[config.mk]
export PLATFORM = sky130hd
export DESIGN_NAME = count_seq_ctrl_flat
export DESIGN_NICKNAME = d
export VERILOG_FILES = /design/src/rtl/count_seq_ctrl_if.sv /design/src/rtl/count_seq_ctrl.sv /design/src/flat_wrapper.sv
export SDC_FILE = /design/constraint.sdc
export NUM_CORES = 1
export LEC_CHECK = 0
export BUFFER_PORTS_ARGS = -buffer_cell sky130_fd_sc_hd__buf_2
export CAP_MARGIN = 5
export CORE_ASPECT_RATIO = 1.75
export CORE_MARGIN = 4
export CORE_UTILIZATION = 25
export CTS_BUF_LIST = sky130_fd_sc_hd__clkbuf_2 sky130_fd_sc_hd__clkbuf_4 sky130_fd_sc_hd__clkbuf_8
export DETAILED_ROUTE_END_ITERATION = 8
export SKIP_LAST_GASP = 1
export SYNTH_ARGS = -nofsm -noshare
export SYNTH_HDL_FRONTEND = slang
export SYNTH_SLANG_ARGS = --single-unit
[constraint.sdc]
create_clock -name clk -period 2.5 [get_ports clk]
set_clock_uncertainty 0.05 [all_clocks]
set_input_delay 0.25 -clock clk [delete_from_list [all_inputs] [get_ports clk]]
set_output_delay 0.25 -clock clk [all_outputs]
set_load 0.03 [all_outputs]
[src/rtl/count_seq_ctrl_if.sv]
// Control/status bundle between the sequencing master (FSM/CSR logic) and count_seq_ctrl.
// The pause input exists only when CSEQ_PAUSE_EN is defined.
interface count_seq_ctrl_if #(
  parameter int WIDTH      = 4,
  parameter int PRESCALE_W = 8
);
  logic                  start;
  logic                  stop;
  logic                  auto_reload;
  logic [WIDTH-1:0]      period;
  logic [PRESCALE_W-1:0] prescale;
`ifdef CSEQ_PAUSE_EN
  logic                  pause;
`endif
  logic                  tick_en;
  logic [WIDTH-1:0]      count;
  logic                  busy;
  logic                  done;

`ifdef CSEQ_PAUSE_EN
  modport master (output start, stop, auto_reload, period, prescale, pause,
                  input  tick_en, count, busy, done);
  modport slave  (input  start, stop, auto_reload, period, prescale, pause,
                  output tick_en, count, busy, done);
`else
  modport master (output start, stop, auto_reload, period, prescale,
                  input  tick_en, count, busy, done);
  modport slave  (input  start, stop, auto_reload, period, prescale,
                  output tick_en, count, busy, done);
`endif
endinterface

[src/rtl/count_seq_ctrl.sv]
// Count sequencer: prescaled tick strobe, period tracking, one-shot or auto-reload.
// Optional pause input enabled by defining CSEQ_PAUSE_EN.
//
// state  | meaning
// IDLE   | waiting for start with nonzero period; count frozen for readback
// ARM    | one busy cycle, prescaler cleared
// RUN    | prescaler running, tick_en strobes, count advances modulo period
// DONE   | one cycle of done after a one-shot round completes
module count_seq_ctrl #(
  parameter int WIDTH      = 4,
  parameter int PRESCALE_W = 8
) (
  input  logic              clk,
  input  logic              rst,
  count_seq_ctrl_if.slave   bus
);
  typedef enum logic [1:0] {S_IDLE, S_ARM, S_RUN, S_DONE} state_t;

  localparam logic [WIDTH-1:0]      CNT_ONE = WIDTH'(1);
  localparam logic [PRESCALE_W-1:0] PSC_ONE = PRESCALE_W'(1);

  state_t                state_q, state_d;
  logic [WIDTH-1:0]      count_q, count_d;
  logic [WIDTH-1:0]      period_q, period_d;
  logic [PRESCALE_W-1:0] psc_cnt_q, psc_cnt_d;
  logic [PRESCALE_W-1:0] prescale_q, prescale_d;
  logic                  auto_q, auto_d;
  logic                  busy_q, busy_d;
  logic                  done_q, done_d;
  logic                  pause_w;
  logic                  tick;
  logic                  terminal;

`ifdef CSEQ_PAUSE_EN
  assign pause_w = bus.pause;
`else
  assign pause_w = 1'b0;
`endif

  // stop and pause both suppress the strobe, so stop always beats a terminal tick
  assign tick     = (state_q == S_RUN) && (psc_cnt_q == prescale_q) && !bus.stop && !pause_w;
  assign terminal = tick && (count_q == (period_q - CNT_ONE));

  always_comb begin
    state_d    = state_q;
    count_d    = count_q;
    period_d   = period_q;
    psc_cnt_d  = psc_cnt_q;
    prescale_d = prescale_q;
    auto_d     = auto_q;
    busy_d     = busy_q;
    done_d     = 1'b0;
    case (state_q)
      S_IDLE: begin
        busy_d = 1'b0;
        if (bus.start && (bus.period != '0)) begin
          period_d   = bus.period;
          prescale_d = bus.prescale;
          auto_d     = bus.auto_reload;
          count_d    = '0;
          busy_d     = 1'b1;
          state_d    = S_ARM;
        end
      end
      S_ARM: begin
        if (bus.stop) begin
          busy_d  = 1'b0;
          state_d = S_IDLE;
        end else begin
          psc_cnt_d = '0;
          state_d   = S_RUN;
        end
      end
      S_RUN: begin
        if (bus.stop) begin
          busy_d  = 1'b0;
          state_d = S_IDLE;
        end else if (!pause_w) begin
          if (terminal) begin
            psc_cnt_d = '0;
            count_d   = '0;
            done_d    = 1'b1;
            if (!auto_q) begin
              busy_d  = 1'b0;
              state_d = S_DONE;
            end
          end else if (tick) begin
            psc_cnt_d = '0;
            count_d   = count_q + CNT_ONE;
          end else begin
            psc_cnt_d = psc_cnt_q + PSC_ONE;
          end
        end
      end
      S_DONE: begin
        busy_d  = 1'b0;
        state_d = S_IDLE;
      end
      default: begin
        busy_d  = 1'b0;
        state_d = S_IDLE;
      end
    endcase
  end

  always_ff @(posedge clk) begin
    if (rst) begin
      state_q    <= S_IDLE;
      count_q    <= '0;
      period_q   <= '0;
      psc_cnt_q  <= '0;
      prescale_q <= '0;
      auto_q     <= 1'b0;
      busy_q     <= 1'b0;
      done_q     <= 1'b0;
    end else begin
      state_q    <= state_d;
      count_q    <= count_d;
      period_q   <= period_d;
      psc_cnt_q  <= psc_cnt_d;
      prescale_q <= prescale_d;
      auto_q     <= auto_d;
      busy_q     <= busy_d;
      done_q     <= done_d;
    end
  end

  assign bus.tick_en = tick;
  assign bus.count   = count_q;
  assign bus.busy    = busy_q;
  assign bus.done    = done_q;
endmodule

[src/flat_wrapper.sv]
// flat-port wrapper written by rule: the top's interface ports become plain ports
module count_seq_ctrl_flat 
#(
  parameter int WIDTH      = 4,
  parameter int PRESCALE_W = 8
)
  (clk, rst, bus_start, bus_stop, bus_auto_reload, bus_period, bus_prescale, bus_tick_en, bus_count, bus_busy, bus_done);
  count_seq_ctrl_if #(.WIDTH(WIDTH), .PRESCALE_W(PRESCALE_W)) bus_i ();
  input  logic clk;
  input  logic rst;
  input wire logic [$bits(bus_i.start)-1:0] bus_start;
  input wire logic [$bits(bus_i.stop)-1:0] bus_stop;
  input wire logic [$bits(bus_i.auto_reload)-1:0] bus_auto_reload;
  input wire logic [$bits(bus_i.period)-1:0] bus_period;
  input wire logic [$bits(bus_i.prescale)-1:0] bus_prescale;
  output wire logic [$bits(bus_i.tick_en)-1:0] bus_tick_en;
  output wire logic [$bits(bus_i.count)-1:0] bus_count;
  output wire logic [$bits(bus_i.busy)-1:0] bus_busy;
  output wire logic [$bits(bus_i.done)-1:0] bus_done;
  assign bus_i.start = bus_start;
  assign bus_i.stop = bus_stop;
  assign bus_i.auto_reload = bus_auto_reload;
  assign bus_i.period = bus_period;
  assign bus_i.prescale = bus_prescale;
  assign bus_tick_en = bus_i.tick_en;
  assign bus_count = bus_i.count;
  assign bus_busy = bus_i.busy;
  assign bus_done = bus_i.done;
  count_seq_ctrl #(.WIDTH(WIDTH), .PRESCALE_W(PRESCALE_W)) u_core (.clk(clk), .rst(rst), .bus(bus_i));
endmodule
# Word level (Yosys, flattened, before mapping)
# Cells that the tools add are included.
# word_totals
reg_bits	29
out_inout_bits	7
elab_cells	62
# classes
add_sub_neg	3
eq_ne	12
muxes	23
bitwise	1
reduce_logical	15
# op_table
cell	count
8-bit 2-to-1 mux	4
4-bit 2-to-1 mux	4
8-bit one-hot mux with 2 select lines	1
2-bit 2-to-1 mux	5
3-bit AND reduction	3
8-bit by 1-bit adder with 8-bit output, second input constant	1
8-bit == test	1
2-bit one-hot mux with 4 select lines	1
4-bit one-hot mux with 2 select lines	1
1-bit 2-to-1 mux	6
2-bit != test, second input constant	3
4-bit by 1-bit adder with 4-bit output, second input constant	1
2-bit == test, second input constant	2
4-bit == test	1
1-bit logical AND	4
1-bit one-hot mux with 4 select lines	1
4-bit AND reduction	1
2-bit nonzero test	2
4-bit nonzero test	1
4-bit by 1-bit subtractor with 4-bit output, second input constant	1
3-bit by 1-bit != test with 1-bit output, second input constant	1
3-bit by 2-bit != test with 1-bit output, second input constant	1
3-bit != test, second input constant	1
3-bit OR reduction	1
other kinds (6)	6

# Longest topological paths before layout
# Gate-level depths: netlist of run 1.
# depth
depth_word	7
ltp_mapped	7

# Least setup slack after synthesis of run 1
# No wires, ideal clock.
# synth_path
path_type	reg-to-reg
start	register u_core.psc_cnt_q[2]
end	register u_core.busy_q (netlist: u_core.bus.busy)
setup_ps	125
t_arrival_ps	1755
required_time_ps	2325
path_slack_ps	570
path_stages_with_launch	6
n_path_buf	0
cell_sequence	dfxtp_1 xor2_1 nor4_2 nand3_2 or3_1 o41a_1
# synth_between
elab_chain_len	6
# synth_rtl
item	line	source
start, declared	count_seq_ctrl.sv:25	logic [PRESCALE_W-1:0] psc_cnt_q, psc_cnt_d;
start signal, assigned	count_seq_ctrl.sv:120	psc_cnt_q <= psc_cnt_d;
8-bit == test	count_seq_ctrl.sv:41	assign tick = (state_q == S_RUN) && (psc_cnt_q == prescale_q) && !bus.stop && !pause_w;
1-bit logical AND (2 in series)	count_seq_ctrl.sv:41	
1-bit logical AND	count_seq_ctrl.sv:42	assign terminal = tick && (count_q == (period_q - CNT_ONE));
3-bit by 2-bit != test with 1-bit output (no line)	--	
3-bit AND reduction (no line)	--	
end signal, assigned	count_seq_ctrl.sv:123	busy_q <= busy_d;
end, declared	count_seq_ctrl.sv:28	logic busy_q, busy_d;
# Every way passes these cells.
# A chain may end at the register's enable or synchronous reset.

# Final worst setup path of run 1
# layout_path
start	register u_core.state_q[1]
end	register u_core.busy_q (netlist: u_core.bus.busy)
# layout_between
elab_chain_len	6
elab_cells_between_ends	12
classes_between	eq/ne (6); mux (1); reduce/logical (5)
# layout_rtl
item	line	source
start, declared	count_seq_ctrl.sv:22	state_t state_q, state_d;
start signal, assigned	count_seq_ctrl.sv:117	state_q <= state_d;
2-bit == test	count_seq_ctrl.sv:41, count_seq_ctrl.sv:53	
1-bit logical AND (2 in series)	count_seq_ctrl.sv:41	
1-bit logical AND	count_seq_ctrl.sv:42	
3-bit by 2-bit != test with 1-bit output (no line)	--	
3-bit AND reduction (no line)	--	
# Several ways; a longest one is shown, not always the timed one.

==> qor.txt, run 1 <==
=============================================================================
Outcome                                                             completed
CTS buffer count                                                            5
Kind of launch point of the worst setup path                        flip-flop
Quantity of gates resized following cts                                     0
Worst r2r src                                                    u_core.state_q[1]$_SDFFE_PP0P_
Portion of the post-synthesis area used by sequential elements          0.427
Setup repair after global routing missed its margin                     false
Count of boundary I/O pins                                                 24
Number of remaining DRC errors                                              0
Global-route wire length before repair                                5.29 mm
Antenna violations before repair                                            0
Largest area contributor in the netlist                          sky130_fd_sc_hd__dfxtp_1
Post-synthesis instance area                                     0.00136 sq mm
Total number of nets in the final design                                  210
Switching portion of total power                                        0.246
Critical path arrival                                                 2160 ps
Longest Clk Path Bufs                                                       2
Layout cells sized above 1                                              0.205
Fin crit period                                                       2060 ps
Maximum Capacitance Violations                                              0
Share of the synthesized area in the top cell type                      0.427
DRT antenna net count                                                       0
Cell area after placement                                        0.00156 sq mm
Gr ovfl total                                                               0
Area Growth Syn to Fin                                                  21.5%
Routed WL                                                             3.15 mm
Clock network latency to the later pin of the worst-skew pair          270 ps
Min-Delay Path Depth                                                        3
Avg Synthesized Cell Area                                          8.44 sq um
DP Wirelength                                                         2.46 mm
Int Power                                                          0.000764 W
Maximum fanout along the worst path                                         6
Floorplan row count                                                        35
Kind of critical path                                                 reg2reg
Sum Neg Setup Slack                                                      0 ps
Portion of total power attributed to sequential cells                   0.490
RR Endpoint                                                      u_core.bus.busy$_SDFFE_PP0P_
1st-iter DRT viols                                                         57
Number of H-tree levels                                                     2
Final Hold Viols                                                            0
Instance count of the mapped netlist                                      161
Static power due to leakage                                          0.678 nW
Power per standard cell area                                      613 mW/mm^2
Final core occ                                                          0.314
Overall fraction of global-route tracks in use                         0.0991
Worst VDD drop                                                       0.214 mV
I/O Buffers                                                                23
Final period util                                                       0.822
Area of the core region                                          0.00526 sq mm
Register area                                                       581 sq um
Highest Clock Rate                                                    486 MHz
Post-CTS Setup Bufs                                                         0
CTS root buf                                                     sky130_fd_sc_hd__clkbuf_8
Diode count                                                                 0
Start point of the critical path                                 u_core.state_q[1]$_SDFFE_PP0P_
RePlAce Congestion                                                      0.798
Flip-flop and latch count after synthesis                                  29
Min-Delay Path Class                                                   in2reg
Capturing instance or port of the critical path                  u_core.bus.busy$_SDFFE_PP0P_
Required time worst endpoint                                          2600 ps
Worst Reg2Reg Path Length in Cells                                          5
Net load switching power                                           0.000249 W
Share of power burned in the clock network                              0.382
Total via count after detailed routing                                   1207
TritonCTS clock tree                                                    built
Max-slew headroom                                                       0.658
Most area-consuming cells after synthesis                        sky130_fd_sc_hd__dfxtp_1 43%, sky130_fd_sc_hd__xor2_1 9.0%, sky130_fd_sc_hd__nand2_1 7.7%, sky130_fd_sc_hd__a21oi_1 6.6%, sky130_fd_sc_hd__xnor2_1 5.2%
Iteration count of the initial detailed-routing pass                        4
Maximum number of pins on one net before global-route repair               23
Post-synthesis net count                                                  181
Area of the multi-input gates                                       752 sq um
Hold-fix buffers, CTS                                                       0
Die area                                                         0.00673 sq mm
Number of global-route vias before repair                                1167
Initial Utilization                                                     0.259
Floorplan die width                                                   63.7 um
Clk slew on worst S/H paths                                             60 ps
Yosys cell types                                                           27
Clock sinks                                                                29
Synth Warn #                                                                0
Sort of element at the end of the critical path                     flip-flop
Post-route standard cell area excluding fillers                  0.00165 sq mm
Filler cells                                                              576
Height of the die                                                      106 um
Transition at the pin with the smallest max-transition slack           506 ps
Flop-to-flop setup slack                                               440 ps
Setup violations, final                                                     0
Pins Over Slew Limit                                                        0
Average wire per standard cell                                        12.8 um
Share of power burned in combinational logic                            0.127
Routed vias/inst                                                         4.93
=============================================================================
## cells by family after synthesis
group / share of synthesized area
xor gates and xnor gates: 0.142
DFF: 0.427
adders and majority gates: 0.0276
and+or+nand+nor: 0.249
AOI/OAI and AO/OA: 0.130
buffers and inverters: 0.0249
## power groups by stage
stage / clock (W) / sequential (W) / combinational (W)
after floorplan: 0 / 0.000504 / 0.0000851
after global placement: 0 / 0.000506 / 0.000129
after detailed placement: 0 / 0.000507 / 0.000130
after CTS: 0.000399 / 0.000497 / 0.000130
after global routing: 0.000423 / 0.000499 / 0.000147
final: 0.000387 / 0.000497 / 0.000129
## placed cells by master (no fill, tap or decap)
master / netlist / routed
sky130_fd_sc_hd__ha_1: 3 / 3
sky130_fd_sc_hd__nor4_2: 2 / 2
sky130_fd_sc_hd__nand3_1: 5 / 5
sky130_fd_sc_hd__clkbuf_4: 0 / 1
sky130_fd_sc_hd__xnor2_1: 8 / 8
sky130_fd_sc_hd__o41ai_1: 2 / 1
sky130_fd_sc_hd__o31ai_1: 1 / 1
sky130_fd_sc_hd__nand2_1: 28 / 28
sky130_fd_sc_hd__inv_1: 4 / 4
sky130_fd_sc_hd__nand3b_1: 2 / 2
sky130_fd_sc_hd__nor3b_1: 2 / 2
sky130_fd_sc_hd__a31oi_1: 1 / 1
sky130_fd_sc_hd__o41ai_2: 0 / 1
sky130_fd_sc_hd__nor3_1: 3 / 3
sky130_fd_sc_hd__o41a_1: 2 / 2
sky130_fd_sc_hd__xor2_1: 14 / 14
sky130_fd_sc_hd__nand4_1: 1 / 1
sky130_fd_sc_hd__nor4_1: 2 / 2
sky130_fd_sc_hd__a22oi_1: 1 / 1
sky130_fd_sc_hd__nand2b_4: 1 / 1
sky130_fd_sc_hd__buf_4: 0 / 4
sky130_fd_sc_hd__a21oi_1: 18 / 18
sky130_fd_sc_hd__nand3_2: 1 / 1
sky130_fd_sc_hd__buf_2: 0 / 23
sky130_fd_sc_hd__nor4b_1: 1 / 1
sky130_fd_sc_hd__or4_1: 1 / 1
sky130_fd_sc_hd__dfxtp_1: 29 / 29
sky130_fd_sc_hd__o21ai_0: 5 / 5
sky130_fd_sc_hd__nor2_1: 16 / 16
sky130_fd_sc_hd__clkbuf_8: 0 / 6
sky130_fd_sc_hd__or3_1: 3 / 3
## cells in the mapped netlist
cell type,n
sky130_fd_sc_hd__a31oi_1,1
sky130_fd_sc_hd__nand2b_4,1
sky130_fd_sc_hd__nor4_2,2
sky130_fd_sc_hd__or4_1,1
sky130_fd_sc_hd__nor4_1,2
sky130_fd_sc_hd__a22oi_1,1
sky130_fd_sc_hd__a21oi_1,18
sky130_fd_sc_hd__nor4b_1,1
sky130_fd_sc_hd__nand3b_1,2
sky130_fd_sc_hd__nor3b_1,2
sky130_fd_sc_hd__dfxtp_1,29
sky130_fd_sc_hd__nand3_1,5
sky130_fd_sc_hd__nor2_1,16
sky130_fd_sc_hd__nand4_1,1
sky130_fd_sc_hd__xnor2_1,8
sky130_fd_sc_hd__o31ai_1,1
sky130_fd_sc_hd__clkbuf_1,5
sky130_fd_sc_hd__nor3_1,3
sky130_fd_sc_hd__ha_1,3
sky130_fd_sc_hd__o41ai_1,2
sky130_fd_sc_hd__nand2_1,28
sky130_fd_sc_hd__inv_1,4
sky130_fd_sc_hd__o21ai_0,5
sky130_fd_sc_hd__o41a_1,2
sky130_fd_sc_hd__xor2_1,14
sky130_fd_sc_hd__or3_1,3
sky130_fd_sc_hd__nand3_2,1
## worst min-delay path by stage
| stage | start | to | slack (ps) |
|---|---|---|---|
| after floorplan | bus_auto_reload | u_core.auto_q$_SDFFE_PP0P_ | 340 |
| after global placement | u_core.prescale_q[2]$_SDFFE_PP0P_ | u_core.prescale_q[2]$_SDFFE_PP0P_ | 410 |
| after detailed placement | u_core.prescale_q[2]$_SDFFE_PP0P_ | u_core.prescale_q[2]$_SDFFE_PP0P_ | 410 |
| after CTS | bus_prescale[6] | u_core.prescale_q[6]$_SDFFE_PP0P_ | 160 |
| after global routing | bus_prescale[2] | u_core.prescale_q[2]$_SDFFE_PP0P_ | 170 |
| final | bus_prescale[4] | u_core.prescale_q[4]$_SDFFE_PP0P_ | 160 |
## through the flow
| step | hold slack, ps | cells | total power, W | worst slack (ps) |
|---|---|---|---|---|
| floorplan | 336 | 161 | 0.000590 | 570 |
| global placement | 408 | 238 | 0.000636 | 482 |
| detailed placement | 409 | 238 | 0.000637 | 447 |
| CTS | 160 | 245 | 0.00103 | 446 |
| global route | 168 | 245 | 0.00107 | 286 |
| finish | 164 | 245 | 0.00101 | 444 |
## sequential cells by signal, indices dropped and copies added, names as in the netlist
name / flops
u_core.auto_q: 1
u_core.bus.busy: 1
u_core.bus.count: 4
u_core.bus.done: 1
u_core.period_q: 4
u_core.prescale_q: 8
u_core.psc_cnt_q: 8
u_core.state_q: 2
## per-layer routing
metal	global-route usage	vias to the layer above	part of all wire
li1	-	611	-
met1	0.102	555	0.39
met2	0.174	32	0.53
met3	0.0341	9	0.044
met4	0.0510	0	0.031
met5	0	-	0
## critical path, stage by stage (launching register included)
cell and delay [ps]:
sky130_fd_sc_hd__dfxtp_1 430, sky130_fd_sc_hd__nand2b_4 90, sky130_fd_sc_hd__nor4_2 380, sky130_fd_sc_hd__nand3_2 180, sky130_fd_sc_hd__or3_1 440, sky130_fd_sc_hd__o41a_1 370
## layout make-up
type                       count  share of cell area
tap                           55              0.0417
timing repair buffer          27              0.0879
clock buffer                   7              0.0545
multi-input combinational    123               0.455
inverter                       4             0.00909
sequential                    29               0.352
Note: power is estimated with default switching activity, not from simulation.
==> run 2: changes to the inputs <==
ABC_AREA = 1   (was not set)
clock period = 1.9 ns   (was 2.5 ns; I/O delays follow)
==> qor.txt, run 2 <==
=============================================================================
Most area-consuming cells after synthesis                        sky130_fd_sc_hd__dfxtp_1 37%, sky130_fd_sc_hd__nand2_1 13%, sky130_fd_sc_hd__inv_1 8.7%, sky130_fd_sc_hd__a21oi_1 7.4%, sky130_fd_sc_hd__o21ai_0 5.1%
Worst Reg2Reg Path Length in Cells                                          9   +4
Floorplan die width                                                   67.7 um   +6.2%
Flip-flop and latch count after synthesis                                  29   unchanged
Post-route standard cell area excluding fillers                  0.00190 sq mm   +15%
Async set-or-reset flop fraction in the synthesized netlist                 0   unchanged
Gr ovfl total                                                               0   unchanged
Power per standard cell area                                      769 mW/mm^2   +25%
Final Hold Viols                                                            0   unchanged
Required time worst endpoint                                          1660 ps   -940 ps
Kind of launch point of the worst setup path                        flip-flop
Total number of nets in the final design                                  283   +35%
Routed vias/inst                                                         4.44   -9.8%
RePlAce Congestion                                                      0.793   -0.66%
CTS root buf                                                     sky130_fd_sc_hd__clkbuf_8
Maximum fanout along the worst path                                         4   -2
Layout cells sized above 1                                              0.227   +0.0220
Initial Utilization                                                     0.261   +0.00227
Number of H-tree levels                                                     2   unchanged
Largest area contributor in the netlist                          sky130_fd_sc_hd__dfxtp_1
Final core occ                                                          0.318   +0.00354
Number of flops mapped to enable cells by yosys                             0   unchanged
Number of global-route vias before repair                                1527   +31%
Synth Warn #                                                                0   unchanged
Leading registers by flop count                                  u_core.prescale_q x8, u_core.psc_cnt_q x8
Avg Synthesized Cell Area                                          6.71 sq um   -20%
Post-synthesis instance area                                     0.00156 sq mm   +15%
Area of the core region                                          0.00597 sq mm   +14%
Worst VDD drop                                                       0.379 mV   +77%
Critical path arrival                                                 1600 ps   -560 ps
Top cell types by occurrence after synthesis                     55 x sky130_fd_sc_hd__nand2_1, 36 x sky130_fd_sc_hd__inv_1, 29 x sky130_fd_sc_hd__dfxtp_1
Height of the die                                                      112 um   +6.5%
Maximum Capacitance Violations                                              0   unchanged
Longest Clk Path Bufs                                                       2   unchanged
Static power due to leakage                                          0.830 nW   +22%
I/O Buffers                                                                23   unchanged
Most common cell after layout, fill and taps aside               sky130_fd_sc_hd__nand2_1
Clock sinks                                                                29   unchanged
Top library cells by usage in the layout, fill and taps aside    54 x sky130_fd_sc_hd__nand2_1, 36 x sky130_fd_sc_hd__inv_1, 26 x sky130_fd_sc_hd__dfxtp_1
TritonCTS clock tree                                                    built
Overall fraction of global-route tracks in use                          0.113   +0.0144
Kind of critical path                                                 reg2out
Worst r2r src                                                    u_core.psc_cnt_q[4]$_SDFFE_PP0P_
Post-synthesis net count                                                  252   +39%
Total via count after detailed routing                                   1520   +26%
Fin crit period                                                       1840 ps
Dominant cell by count in the synthesized netlist                sky130_fd_sc_hd__nand2_1
Share of the synthesized area in the top cell type                      0.373   -0.0546
Clk slew on worst S/H paths                                             70 ps   about the same
Iteration count of the initial detailed-routing pass                        4   unchanged
Setup violations, final                                                     0   unchanged
Routed WL                                                             3.90 mm   +24%
1st-iter DRT viols                                                         39   -32%
Flop-to-flop setup slack                                               270 ps   -170 ps
Clock network latency to the later pin of the worst-skew pair          290 ps   +20 ps
Highest Clock Rate                                                    544 MHz
Diode count                                                                 0   unchanged
Final period util                                                       0.968
Outcome                                                             completed
Count of boundary I/O pins                                                 24   unchanged
Global-route wire length before repair                                6.62 mm   +25%
Antenna violations before repair                                            0   unchanged
Worst hold slack across all endpoints                                 96.5 ps   -67.6 ps
Area Growth Syn to Fin                                                  21.8%
Min-Delay Path Class                                                   in2reg
Worst slack after detailed placement                                   173 ps   -274 ps
Yosys cell types                                                           28   +3.7%
Average wire per standard cell                                        11.4 um   -11%
Final critical-path setup slack                                       61.0 ps   -383 ps
CTS buffer count                                                            5   unchanged
Pins Over Slew Limit                                                        0   unchanged
Die area                                                         0.00761 sq mm   +13%
Transition at the pin with the smallest max-transition slack           340 ps   -166 ps
Filler cells                                                              640   +11%
Sort of element at the end of the critical path                  primary output
Floorplan row count                                                        37   +5.7%
DP Wirelength                                                         3.10 mm   +26%
Start point of the critical path                                 u_core.psc_cnt_q[4]$_SDFFE_PP0P_
DRT antenna net count                                                       0   unchanged
Maximum number of pins on one net before global-route repair               26   +13%
Capturing instance or port of the critical path                   bus_tick_en
RR Endpoint                                                      u_core.bus.done$_SDFF_PP0_
Cell area after placement                                        0.00179 sq mm   +14%
Portion of the post-synthesis area used by sequential elements          0.373   -0.0546
Top FF cell, synth                                               sky130_fd_sc_hd__dfxtp_1
Number of remaining DRC errors                                              0   unchanged
Instance count of the mapped netlist                                      232   +44%
Max-slew headroom                                                       0.771   +0.113
=============================================================================
-- run 2: timing repair --
item / CTS / global route
buffers inserted: 1 / 1
setup endpoints to repair: 1 / 7
resized for setup: 0 / 7
hold buffers: 0 / 0
pin swaps: 0 / 2
-- run 2: logic make-up after synthesis --
group,after synthesis,share of synthesized area
AND/OR/NAND/NOR,110,0.330
AO/OA/AOI/OAI,45,0.157
buffers and inverters,43,0.104
flip-flops,29,0.373
adder cells (fa/ha/maj),3,0.0241
XOR/XNOR,2,0.0112
-- run 2: critical path, cell delays in order (launching register included) --
cell,delay (ps)
sky130_fd_sc_hd__dfxtp_1,390
sky130_fd_sc_hd__inv_2,80
sky130_fd_sc_hd__nand2_2,60
sky130_fd_sc_hd__nand2_1,50
sky130_fd_sc_hd__nor4_1,230
sky130_fd_sc_hd__nor3b_2,290
sky130_fd_sc_hd__buf_4,210
-- run 2: layer usage --
| metal | vias to the layer above | track usage | wire length (um) |
|---|---|---|---|
| li1 | 804 | - | - |
| met1 | 684 | 0.120 | 1540 |
| met5 | - | 0 | 0 |
| met2 | 24 | 0.202 | 2140 |
| met3 | 8 | 0.0290 | 135 |
| met4 | 0 | 0.0501 | 84 |
-- run 2: where the power goes --
| part | total, W | leakage [nW] | switching, W | internal, W |
|---|---|---|---|---|
| registers | 0.000677 | 0.239 | 0.0000296 | 0.000647 |
| clock network | 0.000507 | 0.0439 | 0.000255 | 0.000252 |
| logic | 0.000274 | 0.547 | 0.000171 | 0.000103 |
-- run 2: cell type report --
cell class / count / area [sq um] / area share
Multi-Input combinational cell: 160 / 820 / 0.432
Sequential cell: 29 / 584 / 0.308
Timing Repair Buffer: 27 / 160 / 0.0844
Inverter: 40 / 150 / 0.0791
Tap cell: 78 / 97.6 / 0.0514
Clock buffer: 5 / 68.8 / 0.0363
Clock inverter: 3 / 17.5 / 0.00923
-- run 2: through the flow --
step	TNS (ps)	instances	total power, W
2_1_floorplan	0	232	0.000880
3_5_place_dp	0	332	0.000966
6_report	0	342	0.00146
5_1_grt	-62.8	342	0.00154
3_3_place_gp	0	332	0.000965
4_1_cts	0	341	0.00148
-- run 2: how the worst min path moves through the flow --
stage	startpoint	cells past startpoint	endpoint
floorplan	rst	1	u_core.psc_cnt_q[1]$_SDFFE_PP0P_
global placement	rst	2	u_core.state_q[0]$_SDFFE_PP0P_
detailed placement	rst	2	u_core.psc_cnt_q[1]$_SDFFE_PP0P_
CTS	rst	2	u_core.state_q[0]$_SDFFE_PP0P_
global route	bus_period[0]	3	u_core.period_q[0]$_SDFFE_PP0P_
finish	rst	2	u_core.psc_cnt_q[1]$_SDFFE_PP0P_
==> run 3: changes to the inputs <==
BUFFER_PORTS_ARGS = -buffer_cell sky130_fd_sc_hd__buf_4   (was -buffer_cell sky130_fd_sc_hd__buf_2)
CTS_CLUSTER_SIZE = 28   (was not set)
clock period = 2.1 ns   (was 1.9 ns; I/O delays follow)
==> qor.txt, run 3 (synthesis gave the netlist of run 2 again) <==
============================================================================
Number of H-tree levels                                                    2   unchanged
Worst VDD drop                                                      0.354 mV   -6.6%
RePlAce Congestion                                                     0.799   +0.86%
Top library cells by usage in the layout, fill and taps aside   55 x sky130_fd_sc_hd__nand2_1, 36 x sky130_fd_sc_hd__inv_1, 29 x sky130_fd_sc_hd__dfxtp_1
Maximum Capacitance Violations                                             0   unchanged
1st-iter DRT viols                                                        50   +28%
M1 GR Usage                                                            0.118   -0.00185
Count of boundary I/O pins                                                24   unchanged
Gr ovfl total                                                              0   unchanged
Diode count                                                                0   unchanged
Maximum number of pins on one net before global-route repair              26   unchanged
CTS buffer count                                                           5   unchanged
Die area                                                        0.00761 sq mm   unchanged
Setup violations, final                                                    0   unchanged
Most common cell after layout, fill and taps aside              sky130_fd_sc_hd__nand2_1
Leading registers by flop count                                 u_core.prescale_q x8, u_core.psc_cnt_q x8
Average wire per standard cell                                       11.6 um   +2.0%
Setup repair after global routing missed its margin                    false
Critical path cell sequence                                     inv_1, nand2_1, nand2_1, nor4_1, nor3b_2, buf_4
Power per standard cell area                                     700 mW/mm^2   -8.9%
Max-slew headroom                                                      0.752   -0.0193
Required time worst endpoint                                         1840 ps   +180 ps
Static power due to leakage                                         0.831 nW   about the same
Floorplan die width                                                  67.7 um   unchanged
Sort of element at the end of the critical path                 primary output
Post-route standard cell area excluding fillers                 0.00192 sq mm   +1.2%
Area of the core region                                         0.00597 sq mm   unchanged
Worst hold slack across all endpoints                                96.3 ps   -0.162 ps
Pins Over Slew Limit                                                       0   unchanged
Cell area after placement                                       0.00183 sq mm   +2.5%
Floorplan row count                                                       37   unchanged
Post-CTS Setup Bufs                                                        0   -1
Layout cells sized above 1                                             0.199   -0.0280
Clock sinks                                                               29   unchanged
Number of remaining DRC errors                                             0   unchanged
CP max-delay cell                                               sky130_fd_sc_hd__dfxtp_1
Outcome                                                            completed
Initial Utilization                                                    0.261   unchanged
TritonCTS clock tree                                                   built
I/O Buffers                                                               23   unchanged
Min-Delay Path Class                                                  in2reg
Kind of critical path                                                reg2out
Critical path arrival                                                1710 ps   +110 ps
Final Hold Viols                                                           0   unchanged
Longest Clk Path Bufs                                                      2   unchanged
Global-route wire length before repair                               6.71 mm   +1.2%
Hold-fix buffers, CTS                                                      0   unchanged
Routed vias/inst                                                        4.48   +0.88%
Antenna violations before repair                                           0   unchanged
Number of global-route vias before repair                               1538   +0.72%
Quantity of gates resized following cts                                    0   unchanged
Maximum fanout along the worst path                                        4   unchanged
Slowest Stage Delay on Critical Path                                  360 ps   -30 ps
Worst r2r src                                                   u_core.period_q[0]$_SDFFE_PP0P_
GRT Max-Usage Layer                                                     met2
Final period util                                                      0.938
Height of the die                                                     112 um   unchanged
Area Growth Syn to Fin                                                 23.3%
Met2 track utilization from global routing                             0.210   +0.00781
Met3 Resource Use GR                                                  0.0230   -0.00601
Clock network latency to the later pin of the worst-skew pair         280 ps   about the same
Start point of the critical path                                u_core.psc_cnt_q[0]$_SDFFE_PP0P_
Sum Neg Setup Slack                                                     0 ps   unchanged
Routed WL                                                            3.95 mm   +1.2%
Highest Clock Rate                                                   508 MHz
Iteration count of the initial detailed-routing pass                       4   unchanged
Filler cells                                                             663   +3.6%
Final core occ                                                         0.322   +0.00377
Clk slew on worst S/H paths                                            60 ps   about the same
Total number of nets in the final design                                 281   -0.71%
Total via count after detailed routing                                  1520   unchanged
DP Wirelength                                                        3.19 mm   +2.8%
Start point of the worst min-delay path                                  rst
Fin crit period                                                      1970 ps
CTS root buf                                                    sky130_fd_sc_hd__clkbuf_8
Kind of launch point of the worst setup path                       flip-flop
Overall fraction of global-route tracks in use                         0.114   +0.000994
Transition at the pin with the smallest max-transition slack          369 ps   +28.8 ps
Cell with the most instances on the worst path                  sky130_fd_sc_hd__nand2_1
DRT antenna net count                                                      0   unchanged
============================================================================
==> run 3: changes by cell type in the layout (fill, tap and decap cells not counted), sizes merged <==
cell | previous run | this run
buf | 27 | 25
clkinv | 2 | 0
clkinvlp | 1 | 0
clkbuf | 5 | 7
==> run 3: final timing paths <==
check	end	slack, ps	cells past startpoint
worst max register to register	u_core.bus.count[2]$_SDFFE_PP0P_	380	13
worst max-delay path	bus_tick_en	130	6
worst min-delay path	u_core.psc_cnt_q[1]$_SDFFE_PP0P_	100	2
worst min register to register	u_core.auto_q$_SDFFE_PP0P_	420	2
==> run 3: per-stage QoR <==
stage / total power [W] / setup slack (ps) / std cells
5_1_grt: 0.00143 / 24.9 / 339
3_3_place_gp: 0.000881 / 416 / 332
2_1_floorplan: 0.000796 / 537 / 232
6_report: 0.00134 / 130 / 339
4_1_cts: 0.00137 / 125 / 339
3_5_place_dp: 0.000883 / 391 / 332
==> run 3: worst max-delay path, delay by kind of cell (launching register included) <==
kind          cells  cell delay (ps)
flops             1              360
buf+inv           2              310
simple gates      4              760
==> run 3: power breakdown <==
group | total (W) | switching [W] | internal [W] | leakage [nW]
Clock | 0.000476 | 0.000204 | 0.000272 | 0.0477
Sequential | 0.000613 | 0.0000272 | 0.000586 | 0.238
Combinational | 0.000255 | 0.000154 | 0.000101 | 0.545
Total | 0.00134 | 0.000385 | 0.000959 | 0.831
==> run 3: per-layer routing <==
layer	part of all wire	wire length (um)
met1	0.39	1530
met2	0.55	2180
met3	0.035	139
met4	0.024	94
met5	0	0
==> run 3: final cells by class <==
class                   instances  area [sq um]  area share
flip-flops and latches         29           581       0.302
clock buffers                   7          90.1      0.0469
repair buffers                 25           188      0.0977
well taps                      78          97.6      0.0508
multi-input cells             160           815       0.424
inverters                      40           150      0.0782
